--- src/rtl/calc_datapath.sv ---
// Calculator datapath: captures operands on sequencer write-state entry and runs
// add/sub in one cycle, mul (shift-add) and div (restoring) over WIDTH cycles.
module calc_datapath #(
  parameter int WIDTH = 8
) (
  input  logic                 clk,
  input  logic                 reset,
  input  logic [2:0]           state,
  input  logic [WIDTH-1:0]     sw,
  input  logic [1:0]           op_sel,
  output logic [WIDTH-1:0]     op_a,
  output logic [WIDTH-1:0]     op_b,
  output logic [2*WIDTH-1:0]   result,
  output logic                 neg,
  output logic                 err,
  output logic                 busy,
  output logic                 done
);
  localparam int CW = $clog2(WIDTH + 1);

  localparam logic [2:0] ST_OP1_WR = 3'b010;
  localparam logic [2:0] ST_OP2_WR = 3'b100;
  localparam logic [2:0] ST_CALC   = 3'b101;

  localparam logic [1:0] OP_ADD = 2'b00;
  localparam logic [1:0] OP_SUB = 2'b01;
  localparam logic [1:0] OP_MUL = 2'b10;

  logic [2:0]         prev_state;
  logic               ent_wr1, ent_wr2, ent_calc;
  logic [1:0]         wk_op;
  logic [CW-1:0]      cnt;
  logic               last;

  logic [2*WIDTH-1:0] mcand, acc, acc_nxt;
  logic [WIDTH-1:0]   mplier;

  logic [WIDTH-1:0]   dvsr, quo, quo_nxt;
  logic [WIDTH:0]     rem, rem_sh, rem_try, rem_nxt;

  logic [WIDTH:0]     sum;
  logic               a_lt_b;
  logic [WIDTH-1:0]   abs_diff;

  assign ent_wr1  = (state == ST_OP1_WR) && (prev_state != ST_OP1_WR);
  assign ent_wr2  = (state == ST_OP2_WR) && (prev_state != ST_OP2_WR);
  assign ent_calc = (state == ST_CALC)   && (prev_state != ST_CALC);
  assign last     = (cnt == CW'(WIDTH - 1));

  always_comb begin
    sum      = {1'b0, op_a} + {1'b0, op_b};
    a_lt_b   = (op_a < op_b);
    abs_diff = a_lt_b ? (op_b - op_a) : (op_a - op_b);

    acc_nxt  = mplier[0] ? (acc + mcand) : acc;

    // Borrow out of the trial subtraction (MSB) means the divisor did not fit.
    rem_sh   = {rem[WIDTH-1:0], quo[WIDTH-1]};
    rem_try  = rem_sh - {1'b0, dvsr};
    rem_nxt  = rem_try[WIDTH] ? rem_sh : rem_try;
    quo_nxt  = {quo[WIDTH-2:0], ~rem_try[WIDTH]};
  end

  always_ff @(posedge clk) begin
    if (reset) begin
      prev_state <= '0;
      op_a       <= '0;
      op_b       <= '0;
      result     <= '0;
      neg        <= 1'b0;
      err        <= 1'b0;
      busy       <= 1'b0;
      done       <= 1'b0;
      wk_op      <= '0;
      cnt        <= '0;
      mcand      <= '0;
      acc        <= '0;
      mplier     <= '0;
      dvsr       <= '0;
      quo        <= '0;
      rem        <= '0;
    end else begin
      prev_state <= state;
      done       <= 1'b0;

      if (ent_wr1) op_a <= sw;
      if (ent_wr2) op_b <= sw;

      if (busy) begin
        cnt <= cnt + 1'b1;
        if (wk_op == OP_MUL) begin
          acc    <= acc_nxt;
          mcand  <= mcand << 1;
          mplier <= mplier >> 1;
          if (last) begin
            result <= acc_nxt;
            neg    <= 1'b0;
            err    <= 1'b0;
            busy   <= 1'b0;
            done   <= 1'b1;
          end
        end else begin
          rem <= rem_nxt;
          quo <= quo_nxt;
          if (last) begin
            result <= {rem_nxt[WIDTH-1:0], quo_nxt};
            neg    <= 1'b0;
            err    <= 1'b0;
            busy   <= 1'b0;
            done   <= 1'b1;
          end
        end
      end else if (ent_calc) begin
        wk_op <= op_sel;
        cnt   <= '0;
        case (op_sel)
          OP_ADD: begin
            result <= {{(WIDTH-1){1'b0}}, sum};
            neg    <= 1'b0;
            err    <= 1'b0;
            done   <= 1'b1;
          end
          OP_SUB: begin
            result <= {{WIDTH{1'b0}}, abs_diff};
            neg    <= a_lt_b;
            err    <= 1'b0;
            done   <= 1'b1;
          end
          OP_MUL: begin
            acc    <= '0;
            mcand  <= {{WIDTH{1'b0}}, op_a};
            mplier <= op_b;
            busy   <= 1'b1;
          end
          default: begin
            if (op_b == '0) begin
              result <= '1;
              neg    <= 1'b0;
              err    <= 1'b1;
              done   <= 1'b1;
            end else begin
              rem  <= '0;
              quo  <= op_a;
              dvsr <= op_b;
              busy <= 1'b1;
            end
          end
        endcase
      end
    end
  end
endmodule

--- config.mk ---
export PLATFORM = sky130hd
export DESIGN_NAME = calc_datapath
export DESIGN_NICKNAME = d
export VERILOG_FILES = /design/src/rtl/calc_datapath.sv
export SDC_FILE = /design/constraint.sdc
export NUM_CORES = 1
export LEC_CHECK = 0
export ABC_AREA = 0
export CAP_MARGIN = 10
export CORE_ASPECT_RATIO = 0.75
export CORE_MARGIN = 5
export CORE_UTILIZATION = 45
export DETAILED_ROUTE_END_ITERATION = 10
export GPL_TIMING_DRIVEN = 0
export PLACE_DENSITY = 0.77
export SYNTH_ARGS = -nofsm -noshare
export SYNTH_HDL_FRONTEND = slang
export SYNTH_SLANG_ARGS = --single-unit
--- constraint.sdc ---
create_clock -name clk -period 2.4 [get_ports clk]
set_input_delay 0.36 -clock clk [delete_from_list [all_inputs] [get_ports clk]]
set_output_delay 0.36 -clock clk [all_outputs]
set_load 0.02 [all_outputs]
Word level (Yosys, flattened, before mapping):

Index checks and enable logic that the tools add are counted.
Widths: inputs -> output; s select.

* register bits: 109
* input bits: 15
* logic and storage cells: 113

* add/sub/neg operators: 6
* order comparisons: 1
* eq/ne operators: 16
* multiplexer cells: 53
* bitwise gates (word level): 4
* reduce and logical (&&, ||, !) cells: 17

Operators with widths (count)
* $mux 16: 15
* $mux 8: 16
* $pmux 16 s3: 1
* $add 16x16->16: 1
* $reduce_and 4->1: 4
* $sub 8x8->8: 2
* $mux 1: 15
* $add 8x8->9: 1
* $sub 9x8->9: 1
* $logic_not 8->1: 1
* $lt 8x8->1: 1
* $mux 4: 2
* $eq 3x3->1 const B: 2
* $ne 2x1->1 const B: 3
* $ne 2x2->1 const B: 3
* $ne 3x3->1 const B: 2
* $pmux 1 s2: 3
* $add 4x1->4 const B: 1
* $eq 2x2->1 const B: 2
* $eq 4x3->1 const B: 1
* $not 1->1: 4
* $reduce_bool 2->1: 2
* $reduce_bool 4->1: 1
* $eq 3x2->1 const B: 1
* other kinds (10): 12

Longest topological paths before layout:

Gate-level depths: netlist of run 1.

* word-level depth: 5
* gate-level depth with buffers: 12
* gate-level depth less buffers: 11

Worst setup path before layout of run 1:

Ideal clock, no wire load.

* kind: reg2reg
* from: register op_b[0]
* to: register result[3]
* library setup time: 0.120 ns
* arrival time: 2.454 ns
* required time: 2.280 ns
* path slack: -0.173 ns
* stages on the path, launching flop included: 11
* buffers on the path: 0
* clock period less this slack: 2.573 ns
* path through: dfxtp_1 ha_1 inv_1 fa_1 a21oi_1 o21bai_1 a21oi_2 mux2i_1 xnor2_1 a221oi_1 o31a_1

* longest elaborated chain between the ends: 5
* elaborated cells on any way between the ends: 11
* those cells by class: 3 x add/sub; 1 x order compare; 4 x mux; 3 x reduce/logical

RTL lines
* from (decl): line 12 `output logic [WIDTH-1:0] op_b,`
* from (signal assigned): line 87 `if (ent_wr2) op_b <= sw;`
* $sub 8x8->8 or $lt 8x8->1 (tied branches): line 53, 52
* $mux 8: line 53 `abs_diff = a_lt_b ? (op_b - op_a) : (op_a - op_b);`
* $pmux 16 s3: line 116 `case (op_sel)`
* $mux 16: line 113 `end else if (ent_calc) begin`
* $mux 16: line 89 `if (busy) begin`
* to (signal assigned): line 96 `result <= acc_nxt;`
* to (signal assigned): line 118 `result <= {{(WIDTH-1){1'b0}}, sum};`
* to (signal assigned): line 124 `result <= {{WIDTH{1'b0}}, abs_diff};`
* to (decl): line 13 `output logic [2*WIDTH-1:0] result,`

Several ways; a longest one is shown, not always the timed one. The select of a mux whose other input is x is not followed.
A chain may end at the register's enable or synchronous reset.

Worst setup path in the final report of run 1:

* from: register op_a[0]
* to: register result[3]

* longest elaborated chain between the ends: 5
* elaborated cells on any way between the ends: 8
* those cells by class: 3 x add/sub; 1 x order compare; 4 x mux

RTL lines
* from (decl): line 11 `output logic [WIDTH-1:0] op_a,`
* from (signal assigned): line 86 `if (ent_wr1) op_a <= sw;`
* $sub 8x8->8 or $lt 8x8->1 (tied branches): line 53, 52
* $mux 8: line 53
* $pmux 16 s3 (*): line 116
* $mux 16 (*): line 113
* $mux 16 (*): line 89

Mark *: on every way between the ends. The rest lies on a longest branch, timed or not. The select of a mux whose other input is x is not followed.

==> results of run 1 <==
-- stage by stage --
step | hold WS [ps] | utilization, %
floorplan | 436.3 | -
global placement | 448.6 | 51.57
detailed placement | 451.2 | 51.57
CTS | 468.0 | 54.91
global route | 494.7 | 57.79
finish | 465.9 | 57.79
-- logic make-up (layout without fill, tap and decap cells) --
group / after synthesis / in the layout / synth area share [%]
compound gates: 216 / 216 / 21.80
simple gates: 269 / 269 / 18.02
mux: 58 / 58 / 8.777
flops: 109 / 109 / 32.22
xor+xnor: 25 / 25 / 3.234
buf+inv: 85 / 171 / 5.229
fa+ha+maj: 55 / 55 / 10.72
-- worst paths after layout --
path / from / end / slack [ps]
setup / recovery: op_a[0] / result[3] / -100
setup reg to reg: op_a[0] / result[3] / -100
hold reg to reg: neg / neg / 470
hold / removal: neg / neg / 470
-- registers in the layout, indices dropped and copies added (netlist names) --
name        flops
neg             1
dvsr            8
op_a            8
quo             8
rem             8
mplier          8
mcand          16
acc            16
op_b            8
done            1
err             1
cnt             4
busy            1
wk_op           2
prev_state      3
result         16
-- tightest hold or removal path: stages (launching register included) --
cell	delay, ps
dfxtp_1	320
nand2_1	50
a21oi_1	50
-- layout make-up --
cell class / count / area, um2 / area share [%]
multi-input cells: 623 / 4591 / 54.42
flip-flops and latches: 109 / 2227 / 26.40
repair buffers: 71 / 683.2 / 8.098
well taps: 200 / 250.2 / 2.966
clock buffers: 11 / 242.7 / 2.877
plain buffers: 44 / 219.0 / 2.596
inverters: 40 / 156.4 / 1.854
clock inverters: 5 / 66.31 / 0.7861
-- placed cells by master, fill, tap and decap left out, drive strengths merged, types with 3 or more instances in the layout --
master and n:
nor2 121, dfxtp 109, a21oi 69, nand2 67
mux2i 50, ha 50, clkdlybuf4s50 48, inv 42
clkbuf 42, buf 35, o21ai 32, a22oi 20
a211oi 20, xnor2 18, nor3 17, a221oi 13
nor2b 12, nand3 11, a311oi 11, and3 9
a21o 8, mux2 8, xor2 7, nand3b 6
nand2b 6, o21a 6, o211ai 5, a31oi 5
fa 5, o31ai 4, o21bai 4, o31a 3
nand4 3, or3 3, nor4 3
-- power by group --
part,switching (W),internal (W),total [W]
combinational,0.000390,0.000304,0.000694
sequential,0.0000518,0.00184,0.00190
clock,0.000716,0.000854,0.00157
-- metal layers --
layer	GRT usage, %	wire (um)	part of all wire (%)
met3	7.913	2388	11
met4	6.344	301	1.4
met5	0	0	0
met2	33.96	8834	42
met1	32.59	9289	45
-- timing repair --
| action | CTS | global route |
|---|---|---|
| buffers inserted | 7 | 14 |
| endpoints found under the setup margin | 40 | 42 |
| resized for setup | 38 | 85 |
| gates cloned | 0 | 1 |
| hold endpoints to repair | 0 | 0 |
| pin swaps | 8 | 28 |
==> impl_metrics.csv, run 1 <==
group,metric,value,unit
yosys,yosysTopAreaCell,"dfxtp_1",
yosys,ys.flop_type,"dfxtp_1",
yosys,postSynth.asyncResetShare,0,%
yosys,synth_area_leaders,"dfxtp_1, ha_1, mux2i_1, nor2_1, a21oi_1",
yosys,synth.most_common_cell,"nor2_1",
placement,routabilityCongestion,0.9410,
clocking,clockBufferDepth,2,
floorplanning,ios,51,
routing,vias_per_cell,5.879,
clocking,cts_root_buf,"clkbuf_16",
floorplanning,placementRows,38,
final_layout,fin_nets,968,
final_layout,design_area,0.008436,mm2
timing,finalSetupViolCount,3,
critical_path,crit_chain,"inv_4 -> ha_4 -> inv_2 -> fa_2 -> a21oi_4 -> o21bai_4 -> a21oi_4 -> mux2i_1 -> xnor2_1 -> a221oi_2 -> o31a_1",
final_layout,syn_to_final_growth,24.58,%
min_path,min_path_cells,2,
global_route,grt_max_degree,20,
clocking,clk_pin_slew,80,ps
clocking,hold_buffers,0,
run_status,status,"complete, but fails checks",
clocking,cts_sinks,109,
floorplanning,fp.coreArea,0.01460,mm2
timing,min_period,2497,ps
yosys,synth_common_cells,"nor2_1, dfxtp_1, a21oi_1",
routing,wl_per_cell,18.87,um
yosys,yosysSeqAreaShare,32.22,%
timing,fin_ws,-96.94,ps
run,maxCapViolCount,0,
global_route,grt_usage,23.17,%
pwr,p_per_area,493.0,mW/mm2
routing,wirelength,20810,um
final_layout,final_cells,1103,
clocking,cts_buffers,9,
yosys,yosys_warnings,0,
yosys,synth-seq-cells,109,
global_route,grt_pass1_wl,31710,um
timing,clock_skew,12.39,ps
clocking,htree_levels,3,
critical_path,cp.arrival,2750,ps
critical_path,end_kind,"register",
floorplanning,start_util,46.39,%
timing,rsz0062_at_grt,"true",
pwr,leakage,3.163,nW
timing,period_share,104.0,%
final_layout,diodes,0,
run_status,violations,"setup timing",
floorplanning,die_area,0.01763,mm2
clocking,insertion_delay,360,ps
global_route,grt_pass1_vias,5976,
critical_path,cpMaxStageDelayCell,"fa_2",
min_path,worstHoldPathType,"reg -> reg",
routing,num_vias,6484,
critical_path,r2r_cells,11,
final_layout,final_layout_size_suffix_gt1_share,18.05,%
critical_path,cp_common_cell,"a21oi_4",
yosys,synth_top_area_share,32.22,%
timing,maxSlewViolCount,0,
critical_path,critPathTopFamily,"compound AO/OA/AOI/OAI gates",
floorplanning,die_h,116.2,um
routing,drt_pass1_iterations,6,
critical_path,crit_path_max_fanout,4,
timing,setup_tns,-202.1,ps
critical_path,path_depth,11,
critical_path,crit_buf_inv,2,
routing,drt_iter0_drc,683,
pwr,p_total,0.004159,W
placement,dp.cells,1066,
yosys,synth_nets,887,
critical_path,crit_type,"reg -> reg",
floorplanning,die_w,151.6,um
timing,hold_viol,0,
yosys,synth_edf_count,0,
routing,drc,0,
yosys,synth.cell_area,0.006771,mm2
pwr,vdd_drop_max,326.1,uV
final_layout,nFillCells,1293,
yosys,avgSynthCellArea,8.288,um2
critical_path,required,2650,ps
placement,io_buffers,49,
clocking,cts_tree,"done",
global_route,overflow,0,
critical_path,critPathMaxStageDelay,420,ps
timing,max_slew_margin,45.72,%
placement,place_hpwl,14870,um
placement,placed_cell_area,0.007527,mm2
critical_path,worstSetupStartpointType,"register",
yosys,yosysUniqueCellTypes,68,
timing,tightest_slew,814.3,ps
routing,ant_nets,0,
yosys,synth_cells,817,
global_route,antenna_found_initial,0,
timing,max_freq,0.4005,GHz
placement,preCtsSetupSlack,-581.4,ps
Note: power is estimated with default switching activity, not from simulation.
==> inputs of run 2 (changes only) <==
CORE_MARGIN = 4   (was 5)
==> run 2 against run 1 <==
Against the previous run:
- utilization grew 0.069 points
- sequential share of layout area is 0.076 points lower
- final cell count hardly changed
- non-clock buffer count is 1 higher
- setup slack gained 56 ps
- critical path type unchanged
- clock power up 3%
- global-route usage up 0.68 points
- the flow still finishes with violations (setup timing)
- first-iteration DRC count fell by 17%
- sequential cell count did not move
- critical endpoint is now result[8]
- highest routed layer unchanged
- via count is 2.2% higher
- critical path depth down 2
==> impl_metrics.csv, run 2 (synthesis gave the netlist of run 1 again) <==
group,metric,value,unit
run,maxCapViolCount,0,
critical_path,required,2670,ps
critical_path,r2r_slack,-40,ps
timing,maxSlewViolCount,0,
pwr,leakage,3.174,nW
critical_path,crit_type,"reg -> reg",
global_route,grt_max_degree,21,
final_layout,fin_nets,969,
pwr,internal-power,0.002963,W
pwr,vdd_drop_max,366.5,uV
clocking,cts_buffers,9,
clocking,cts_root_buf,"clkbuf_16",
timing,max_freq,0.4096,GHz
critical_path,r2r_cells,9,
critical_path,end_kind,"register",
critical_path,crit_chain,"clkinvlp_4 -> fa_2 -> o21bai_1 -> a21oi_2 -> o31ai_2 -> a221oi_2 -> o21ai_1 -> a21oi_2 -> a311oi_2",
min_path,worstHoldEndpoint,"neg",
timing,max_slew_margin,48.86,%
routing,wirelength,21460,um
critical_path,crit_path_max_fanout,5,
routing,drc,0,
clocking,insertion_delay,360,ps
timing,tightest_slew,767.1,ps
clocking,htree_levels,3,
final_layout,syn_to_final_growth,24.72,%
floorplanning,die_h,114.2,um
clocking,hold_buffers,0,
floorplanning,die_area,0.01709,mm2
run_status,violations,"setup timing",
clocking,clk_pin_slew,80,ps
timing,min_period,2441,ps
clocking,cts_tree,"done",
critical_path,cp.arrival,2710,ps
global_route,grt_usage,23.85,%
timing,rsz0062_at_grt,"true",
routing,ant_nets,0,
placement,placed_cell_area,0.007527,mm2
clocking,cts_sinks,109,
global_route,grt_pass1_wl,32200,um
floorplanning,placementRows,38,
placement,routabilityCongestion,0.9706,
routing,drt_pass1_iterations,7,
min_path,min_path_cells,2,
timing,hold_viol,0,
pwr,power_switching,0.001220,W
placement,place_hpwl,15110,um
critical_path,cpMaxStageDelayCell,"fa_2",
final_layout,design_area,0.008446,mm2
final_layout,mostFrequentLayoutCells,"nor2_1, dfxtp_1, nand2_1, a21oi_1, clkdlybuf4s50_1",
placement,io_buffers,49,
critical_path,timing.rr.start,"op_a[1]",
min_path,worstHoldPathType,"reg -> reg",
pwr,sw_frac_of_total,29.16,%
routing,vias_per_cell,6.002,
final_layout,diodes,0,
timing,fin_ws,-41.12,ps
floorplanning,die_w,149.6,um
pwr,p_comb_share,15.9,%
timing,timing.hold.ws,468.4,ps
run_status,status,"complete, but fails checks",
timing,finalSetupViolCount,4,
critical_path,critPathMaxStageDelay,440,ps
floorplanning,fp.coreArea,0.01460,mm2
critical_path,worstSetupStartpointType,"register",
clocking,clockBufferDepth,2,
routing,drt_iter0_drc,566,
critical_path,r2r-end,"result[8]",
floorplanning,ios,51,
final_layout,final_layout_size_suffix_gt1_share,17.81,%
final_layout,reg_top3,"acc: 16 flops, mcand: 16 flops, result: 16 flops",
pwr,power_frac_seq,45.3,%
timing,clock_skew,9.965,ps
routing,num_vias,6626,
floorplanning,start_util,46.39,%
critical_path,cp_common_cell,"a21oi_2",
global_route,antenna_found_initial,0,
global_route,grt_pass1_vias,6030,
final_layout,final_common_cell,"nor2_1",
timing,period_share,101.7,%
final_layout,nFillCells,1278,
pwr,p_per_area,495.2,mW/mm2
pwr,power.share.clock,38.8,%
global_route,overflow,0,
routing,wl_per_cell,19.44,um
min_path,min_from,"neg",
## run 2: cell types whose count changed in the layout (fill, tap and decap cells not counted), moves of 3 or more
cell     previous run  this run
buf_4              21        24
dfxtp_1            89        92
o21ai_0            21        25
o21ai_1             6         3
dfxtp_2            12         9
## run 2: how the worst max path moves through the flow
stage,end,slack [ps],cells past startpoint,startpoint
2_1_floorplan,result[3],4,11,op_a[0]
3_3_place_gp,acc[3],-560,7,state[1]
3_5_place_dp,acc[5],-560,7,state[0]
4_1_cts,acc[5],-30,7,state[0]
5_1_grt,result[2],-170,11,op_a[0]
6_report,result[8],-40,9,op_a[1]
## run 2: power groups by stage
stage	clock network, W	registers, W	logic, W
floorplan	0	0.00195	0.000330
global placement	0	0.00194	0.000542
detailed placement	0	0.00194	0.000548
CTS	0.00162	0.00189	0.000588
global route	0.00168	0.00190	0.000709
finish	0.00162	0.00190	0.000666
## run 2: final cells by class
cell class              count  area [um2]  area share (%)
multi-input cells         623        4604           54.52
flip-flops and latches    109        2223           26.33
repair buffers             72       680.7           8.059
well taps                 200       250.2           2.963
clock buffers               9       225.2           2.667
plain buffers              44       217.7           2.578
inverters                  40       153.9           1.822
clock inverters             7       90.09           1.067
## run 2: what timing repair did
item	CTS	global route
gates cloned	0	1
resized for setup	42	69
setup buffers	7	15
setup endpoints to repair	43	49
pin swaps	10	35
## run 2: metrics by stage
| stage | worst slack (ps) | utilization, % | cells | power (W) | setup TNS [ps] |
|---|---|---|---|---|---|
| after floorplan | 3.928 | - | 817 | 0.002283 | 0 |
| after global placement | -559.3 | 51.57 | 1066 | 0.002481 | -20340 |
| after detailed placement | -555.0 | 51.57 | 1066 | 0.002489 | -20940 |
| after CTS | -31.00 | 55.07 | 1089 | 0.004103 | -178.2 |
| after global routing | -168.1 | 57.86 | 1104 | 0.004291 | -1055 |
| final | -41.12 | 57.86 | 1104 | 0.004182 | -140.7 |
## run 2: critical path: cells and delay by family, from the launching register on
family | cells | cell delay, ps
AOI/OAI and AO/OA | 7 | 1340
adders and majority gates | 1 | 440
DFF | 1 | 400
buffers and inverters | 1 | 160
## run 2: routing by layer
metal / vias to the layer above / GRT usage, % / wire [um]
met5: - / 0 / 0
met4: 0 / 4.451 / 359
met3: 37 / 5.303 / 2220
met2: 329 / 35.42 / 9232
met1: 3181 / 35.74 / 9651
li1: 3079 / - / -
